File: config.mk
export PLATFORM = sky130hd
export DESIGN_NAME = hp_judge
export DESIGN_NICKNAME = d
export VERILOG_FILES = /design/src/rtl/hp_judge.sv
export SDC_FILE = /design/constraint.sdc
export NUM_CORES = 1
export LEC_CHECK = 0
export CORE_AREA = 2 2 94 96
export CTS_CLUSTER_DIAMETER = 150
export DETAILED_ROUTE_END_ITERATION = 16
export DIE_AREA = 0 0 96 98
export PLACE_DENSITY = 0.74
export SLEW_MARGIN = 20
export SYNTH_ARGS = -nofsm -noshare
export SYNTH_HDL_FRONTEND = slang
export SYNTH_SLANG_ARGS = --single-unit
File: constraint.sdc
create_clock -name CLK -period 4.25 [get_ports CLK]
set_clock_uncertainty 0.15 [all_clocks]
set_input_delay 0.6375 -clock CLK [delete_from_list [all_inputs] [get_ports CLK]]
set_output_delay 0.6375 -clock CLK [all_outputs]
set_load 0.005 [all_outputs]
File: src/rtl/hp_judge.sv
// hp_judge: two-player hit-point match referee with lockout and next-question pacing
module hp_judge #(
    parameter int HP_INIT  = 3,
    parameter int LOCK_CYC = 50_000_000,
    parameter int NEXT_CYC = 25_000_000
) (
    input  logic       CLK,
    input  logic       RST,
    input  logic       START,
    input  logic       OK1,
    input  logic       OK2,
    input  logic       MISS1,
    input  logic       MISS2,
    output logic [1:0] JUDG,
    output logic [1:0] HP1,
    output logic [1:0] HP2,
    output logic       WRONG1,
    output logic       WRONG2,
    output logic       NEXT,
    output logic [1:0] STATE
);
    localparam int LW = $clog2(LOCK_CYC + 1);
    localparam int NW = NEXT_CYC > 1 ? $clog2(NEXT_CYC) : 1;

    typedef enum logic [1:0] {IDLE = 2'b00, PLAY = 2'b01, WAIT = 2'b10, OVER = 2'b11} state_t;

    state_t        state_q, state_d;
    logic [1:0]    hp1_q, hp1_d, hp2_q, hp2_d, judg_q, judg_d;
    logic [LW-1:0] lock1_q, lock1_d, lock2_q, lock2_d;
    logic [NW-1:0] wait_q, wait_d;
    logic          next_q, next_d;
    logic          ok1_v, ok2_v, miss1_v, miss2_v;
    logic [1:0]    dmg1, dmg2, hp1_n, hp2_n;

    // Qualify answers (locked players ignored, OK beats MISS) and apply saturating damage
    always_comb begin
        ok1_v   = state_q == PLAY && OK1 && lock1_q == '0;
        ok2_v   = state_q == PLAY && OK2 && lock2_q == '0;
        miss1_v = state_q == PLAY && MISS1 && !OK1 && lock1_q == '0;
        miss2_v = state_q == PLAY && MISS2 && !OK2 && lock2_q == '0;
        dmg1    = {1'b0, ok2_v} + {1'b0, miss1_v};
        dmg2    = {1'b0, ok1_v} + {1'b0, miss2_v};
        hp1_n   = hp1_q > dmg1 ? hp1_q - dmg1 : 2'd0;
        hp2_n   = hp2_q > dmg2 ? hp2_q - dmg2 : 2'd0;
    end

    // Next-state logic; lockout and wait counters fall to zero whenever not in use
    always_comb begin
        state_d = state_q;
        hp1_d   = hp1_q;
        hp2_d   = hp2_q;
        judg_d  = judg_q;
        lock1_d = '0;
        lock2_d = '0;
        wait_d  = '0;
        next_d  = 1'b0;
        case (state_q)
            IDLE: state_d = START ? PLAY : IDLE;
            PLAY: begin
                hp1_d = hp1_n;
                hp2_d = hp2_n;
                if (hp1_n == 2'd0 || hp2_n == 2'd0) begin
                    state_d = OVER;
                    judg_d  = {hp1_n == 2'd0, hp2_n == 2'd0};
                end else if (ok1_v || ok2_v) begin
                    state_d = WAIT;
                end else begin
                    lock1_d = miss1_v ? LW'(LOCK_CYC) : (lock1_q != '0 ? lock1_q - LW'(1) : lock1_q);
                    lock2_d = miss2_v ? LW'(LOCK_CYC) : (lock2_q != '0 ? lock2_q - LW'(1) : lock2_q);
                end
            end
            WAIT: begin
                if (wait_q == NW'(NEXT_CYC - 1)) begin
                    state_d = PLAY;
                    next_d  = 1'b1;
                end else begin
                    wait_d = wait_q + NW'(1);
                end
            end
            OVER: begin
                if (START) begin
                    state_d = PLAY;
                    hp1_d   = 2'(HP_INIT);
                    hp2_d   = 2'(HP_INIT);
                    judg_d  = 2'b00;
                end
            end
            default: state_d = IDLE;
        endcase
    end

    // State register with synchronous reset overriding every input
    always_ff @(posedge CLK) begin
        if (RST) begin
            state_q <= IDLE;
            hp1_q   <= 2'(HP_INIT);
            hp2_q   <= 2'(HP_INIT);
            judg_q  <= 2'b00;
            lock1_q <= '0;
            lock2_q <= '0;
            wait_q  <= '0;
            next_q  <= 1'b0;
        end else begin
            state_q <= state_d;
            hp1_q   <= hp1_d;
            hp2_q   <= hp2_d;
            judg_q  <= judg_d;
            lock1_q <= lock1_d;
            lock2_q <= lock2_d;
            wait_q  <= wait_d;
            next_q  <= next_d;
        end
    end

    assign STATE  = state_q;
    assign JUDG   = judg_q;
    assign HP1    = hp1_q;
    assign HP2    = hp2_q;
    assign WRONG1 = lock1_q != '0;
    assign WRONG2 = lock2_q != '0;
    assign NEXT   = next_q;
endmodule
==> impl_metrics.tcl <==
set metrics [dict create \
    cap_violations 0 \
    layout_common_cells "dfxtp_1, nor2_1, nor3_1, nand2_1, a21oi_1" \
    dp_hpwl_um 7680 \
    root_buffer "clkbuf_8" \
    rsz0062_at_grt "true" \
    cp.arrival_ns 4.25 \
    synth_top_family_by_area "simple AND/OR/NAND/NOR gates" \
    drc 0 \
    ys_async_sr_fraction 0 \
    max_stage_delay_ns 0.63 \
    area_growth_pct 17.0 \
    port-buffer-count 17 \
    synth_flop_cell "dfxtp_1" \
    antenna_found_initial 0 \
    grt_max_degree 25 \
    synth-simple-area-share 0.321 \
    hp-class "reg -> reg" \
    ys_types 51 \
    fmax_mhz 243 \
    ys_seq_area_frac 0.386 \
    hold_start "lock2_q[9]$_SDFFE_PP0N_" \
    vias 4266 \
    htree_num_levels 3 \
    clk_pin_slew_ns 0.08 \
    end_kind "flop" \
    yosys_warnings 0 \
    finalCriticalPeriod_ns 4.11 \
    path_cells "or4_1, or4_4, nor3_4, ha_1, ha_1, inv_1, fa_1, nand2b_1, a21boi_2, nand3_1, buf_4, nand4b_1, buf_4, bufbuf_16, nor3_1" \
    drt_iter0_markers 277 \
    fin_cells 693 \
    reg2reg_depth 15 \
    route.detailed.vias_per_inst 6.16 \
    synth-adder-area-share 0.0398 \
    syn_inst 540 \
    syn_nets 560 \
    cts_buffer_depth 2 \
    layout-drive-gt1-share 0.115 \
    drt_first_pass_iters 4 \
    grt_pass1_wl_um 18800 \
    synth-seq-cells 86 \
    placed_cells 674 \
    cts.sinks 86 \
    setup_slack_ns 0.142 \
    synth_xor_area_frac 0.0530 \
    ios 18 \
    drt_wl_total_um 11200 \
    syn_area_per_cell_sq_um 8.26 \
    clk_latency_ns 0.37 \
    grt_pass1_vias 4094 \
    reg2reg_from "lock1_q[4]$_SDFFE_PP0N_" \
    tightest_slew_ns 0.796 \
    place_area_sq_um 4900 \
    place_congestion 0.921 \
    setup_violations 0 \
    hold_depth 2 \
    slew_headroom 0.468 \
    antennaDiodeCount 0 \
    rows 34 \
    fin_crit_sh 0.967 \
    startpoint "lock1_q[4]$_SDFFE_PP0N_" \
    hold_viol 0 \
    wl_per_cell_um 16.2 \
    post-place-ws_ns -0.0423 \
    mostFrequentLayoutCell "dfxtp_1" \
    overflow 0 \
    netlist_area_sq_um 4460 \
    n_fill_cell 710 \
    report.final.slew_viol_count 0 \
    die_x_um 96 \
    worstPathMaxFanout 23 \
    tns_ns 0 \
    crit_path_top_delay_cell "or4_1" \
    worstSetupPathType "reg -> reg" \
    ant_nets 0 \
    cts_buffers 9 \
    startpoint_type "flop" \
    cts_tree "yes" \
    muxShareOfSynthArea 0.00477 \
    outcome "finished, final reports clean" \
    nets 600 \
    start_util 0.527 \
    grt_usage 0.248 \
    cp.required_ns 4.39 \
    synth-edff-count 0 \
    synth_compound_area_frac 0.160 \
    dieArea_sq_um 9410 \
    design_area_sq_um 5220 \
    fp.dieH_um 98 \
    fp.coreArea_sq_um 8470 \
]
==> final timing paths <==
path | endpoint | slack, ns
worst max-delay path | lock2_q[10]$_SDFFE_PP0N_ | 0.14
worst max register to register | lock2_q[10]$_SDFFE_PP0N_ | 0.14
worst min register to register | lock2_q[9]$_SDFFE_PP0N_ | 0.33
worst min-delay path | lock2_q[9]$_SDFFE_PP0N_ | 0.33
==> repair_timing <==
item / in CTS / in global routing
endpoints found under the setup margin: 5 / 50
hold buffers: 0 / 0
cloned: 2 / 0
buffers inserted: 1 / 0
resized for setup: 2 / 11
==> final cells by class <==
class	count	area (sq um)	area share
well taps	108	135	0.0259
flip-flops and latches	86	1720	0.330
inverters	23	86.3	0.0165
clock inverters	6	52.6	0.0101
multi-input cells	414	2640	0.505
clock buffers	10	138	0.0264
repair buffers	46	450	0.0863
==> logic make-up after synthesis <==
kind of cell,Yosys count
DFF,86
and+or+nand+nor,263
AOI/OAI and AO/OA,109
buffers and inverters,40
muxes,2
adders and majority gates,13
xor gates and xnor gates,27
==> registers in the layout, summed over array words and instances, names as in the netlist <==
name,count
wait_q,25
STATE,2
NEXT,1
JUDG,2
lock2_q,26
HP1,2
lock1_q,26
HP2,2
==> cell usage after synthesis, types with 3 or more instances <==
master    number  area share
dfxtp_1       86        0.39
nor2_1        56       0.047
nor3_1        41       0.046
a21oi_1       33       0.037
nand2_1       33       0.028
a211oi_1      32       0.054
nor4_1        25       0.035
inv_1         23       0.019
nand3_1       23       0.026
xnor2_1       20       0.039
and3_1        17       0.024
o21ai_0       13       0.015
clkbuf_1      12       0.010
ha_1          11       0.031
nand4_1       11       0.015
or4_1          9       0.015
or3_1          8       0.011
a311oi_1       7       0.014
xor2_1         7       0.014
and4_1         6       0.012
nand2b_1       5      0.0070
buf_2          4      0.0045
nor3b_1        4      0.0067
o22ai_1        4      0.0056
a21boi_0       3      0.0050
a31oi_1        3      0.0042
nand3b_1       3      0.0050
nand4b_1       3      0.0059
nor2b_1        3      0.0042
nor4b_1        3      0.0059
or4b_2         3      0.0067
==> metal layers <==
layer | vias to the layer above | global-route usage | routed length [um]
met5 | - | 0 | 0
met4 | 0 | 0.0978 | 227
met3 | 23 | 0.0448 | 499
met2 | 102 | 0.406 | 5470
met1 | 2044 | 0.320 | 5030
li1 | 2097 | - | -
==> stage by stage <==
step	hold slack [ns]	util
after floorplan	0.282	-
after global placement	0.301	0.579
after detailed placement	0.314	0.579
after CTS	0.331	0.610
after global routing	0.345	0.617
final	0.329	0.617
==> worst max-delay path, delay by kind of cell (launching register included) <==
kind	cells	cell delay, ns
AO/OA/AOI/OAI	1	0.16
flip-flops	1	0.32
adder cells (fa/ha/maj)	3	0.81
AND/OR/NAND/NOR	7	1.90
buffers and inverters	4	0.70
Power is left out: the tool's default activity adds up to more than one toggle a clock period on the data nets, which glitch-free logic cannot reach.
==> variant: new RTL, config.mk and constraints unchanged <==
`NEXT_CYC`: 25_000_000 -> 6_250_000.
--- a/src/rtl/hp_judge.sv
+++ b/src/rtl/hp_judge.sv
@@ -4,3 +4,3 @@
     parameter int LOCK_CYC = 50_000_000,
-    parameter int NEXT_CYC = 25_000_000
+    parameter int NEXT_CYC = 6_250_000
 ) (
Formal check against the unedited RTL: no difference found for any inputs over 10 cycles, from zero or initial values and one cycle with RST high; that may be too few to reach the edited logic, so the function may still have changed.
==> variant against the original RTL <==
Die area stayed put; worst setup slack better by 0.034 ns; count of clock-buffer cells in the layout is the same; sequential cell count decreased by 2; first-iteration DRC count fell by 27%; area after synthesis shrank 1.8%; design area is 1.3% lower; wire length decreased by 8.7%; highest routed layer unchanged.
==> variant: results (changes against the original RTL) <==
set qor(grt_use_total_pct) 23.2 ;# -1.6 points
set qor(num-fill-cells) 709 ;# -0.14%
set qor(cp_slowest_cell) {sky130_fd_sc_hd__or4_4}
set qor(synth_compound_area_share_pct) 17.0 ;# +1.0 points
set qor(wl_met3_um) 346 ;# -31%
set qor(mappedNetlistNets) 519 ;# -7.3%
set qor(wl_met2_mm) 4.94 ;# -9.8%
set qor(timing.slew.headroom_pct) 38.8 ;# -8.0 points
set qor(run_status) {finished clean}
set qor(multi_input_comb_area_sq_um) 2610 ;# -1.1%
set qor(holdCritStartpoint) {wait_q[0]}
set qor(finish.utilization_pct) 60.9 ;# -0.78 points
set qor(gates_resized_cts_repair) 1 ;# -1
set qor(synth_xor_xnor_area_share_pct) 6.00 ;# +0.70 points
set qor(gp_congestion) 0.894 ;# -2.9%
set qor(yosys-top-cells-area) {sky130_fd_sc_hd__dfxtp_1 (38%), sky130_fd_sc_hd__a211oi_1 (6.3%), sky130_fd_sc_hd__nor2_1 (3.9%)}
set qor(drtIter0Drc) 201 ;# -27%
set qor(largest_registers) {lock1_q x26, lock2_q x26, wait_q x23}
set qor(post-dp-hpwl_mm) 7.24 ;# -5.7%
set qor(reg2reg_to) {lock1_q[14]}
set qor(post_route_cells_drive_above_1_share_pct) 15.4 ;# +4.0 points
set qor(worst_hold_path_cells) 1 ;# -1
set qor(layout.comb_gates.multi_input) 375 ;# -9.4%
set qor(yosys-mux-area-fraction_pct) 0.457 ;# -0.020 points
set qor(nonClkBufAreaFrac_pct) 8.13 ;# -0.50 points
set qor(timing.reg2reg.setup_slack_ns) 0.18 ;# +0.03 ns
set qor(ys_seq_elements) 84 ;# -2.3%
set qor(stage_delay_of_the_slowest_cell_on_the_critical_path_ns) 0.55 ;# -0.08 ns
set qor(grt_first_pass_wirelength_mm) 17.6 ;# -6.3%
set qor(synth_cell_type_count) 54 ;# +5.9%
[variant: cell count changes after synthesis, moves of 8 or more]
cell                      change
sky130_fd_sc_hd__a21oi_1     -23
sky130_fd_sc_hd__nand2_1     -12
sky130_fd_sc_hd__nor2_1      -10
sky130_fd_sc_hd__nor3_1       -9
sky130_fd_sc_hd__nor4_1       -8
sky130_fd_sc_hd__o31ai_1     +10
sky130_fd_sc_hd__xor2_1       +8
[variant: how the worst max path moves through the flow]
| stage | from | to | slack [ns] | cells after the start |
|---|---|---|---|---|
| after floorplan | lock2_q[17] | lock2_q[1] | 0.009 | 16 |
| after global placement | MISS1 | lock2_q[9] | -0.03 | 15 |
| after detailed placement | MISS1 | lock2_q[9] | -0.17 | 15 |
| after CTS | lock2_q[19] | lock2_q[9] | 0.05 | 13 |
| after global routing | lock2_q[20] | lock2_q[20] | 0.002 | 13 |
| final | lock2_q[19] | lock1_q[14] | 0.18 | 13 |
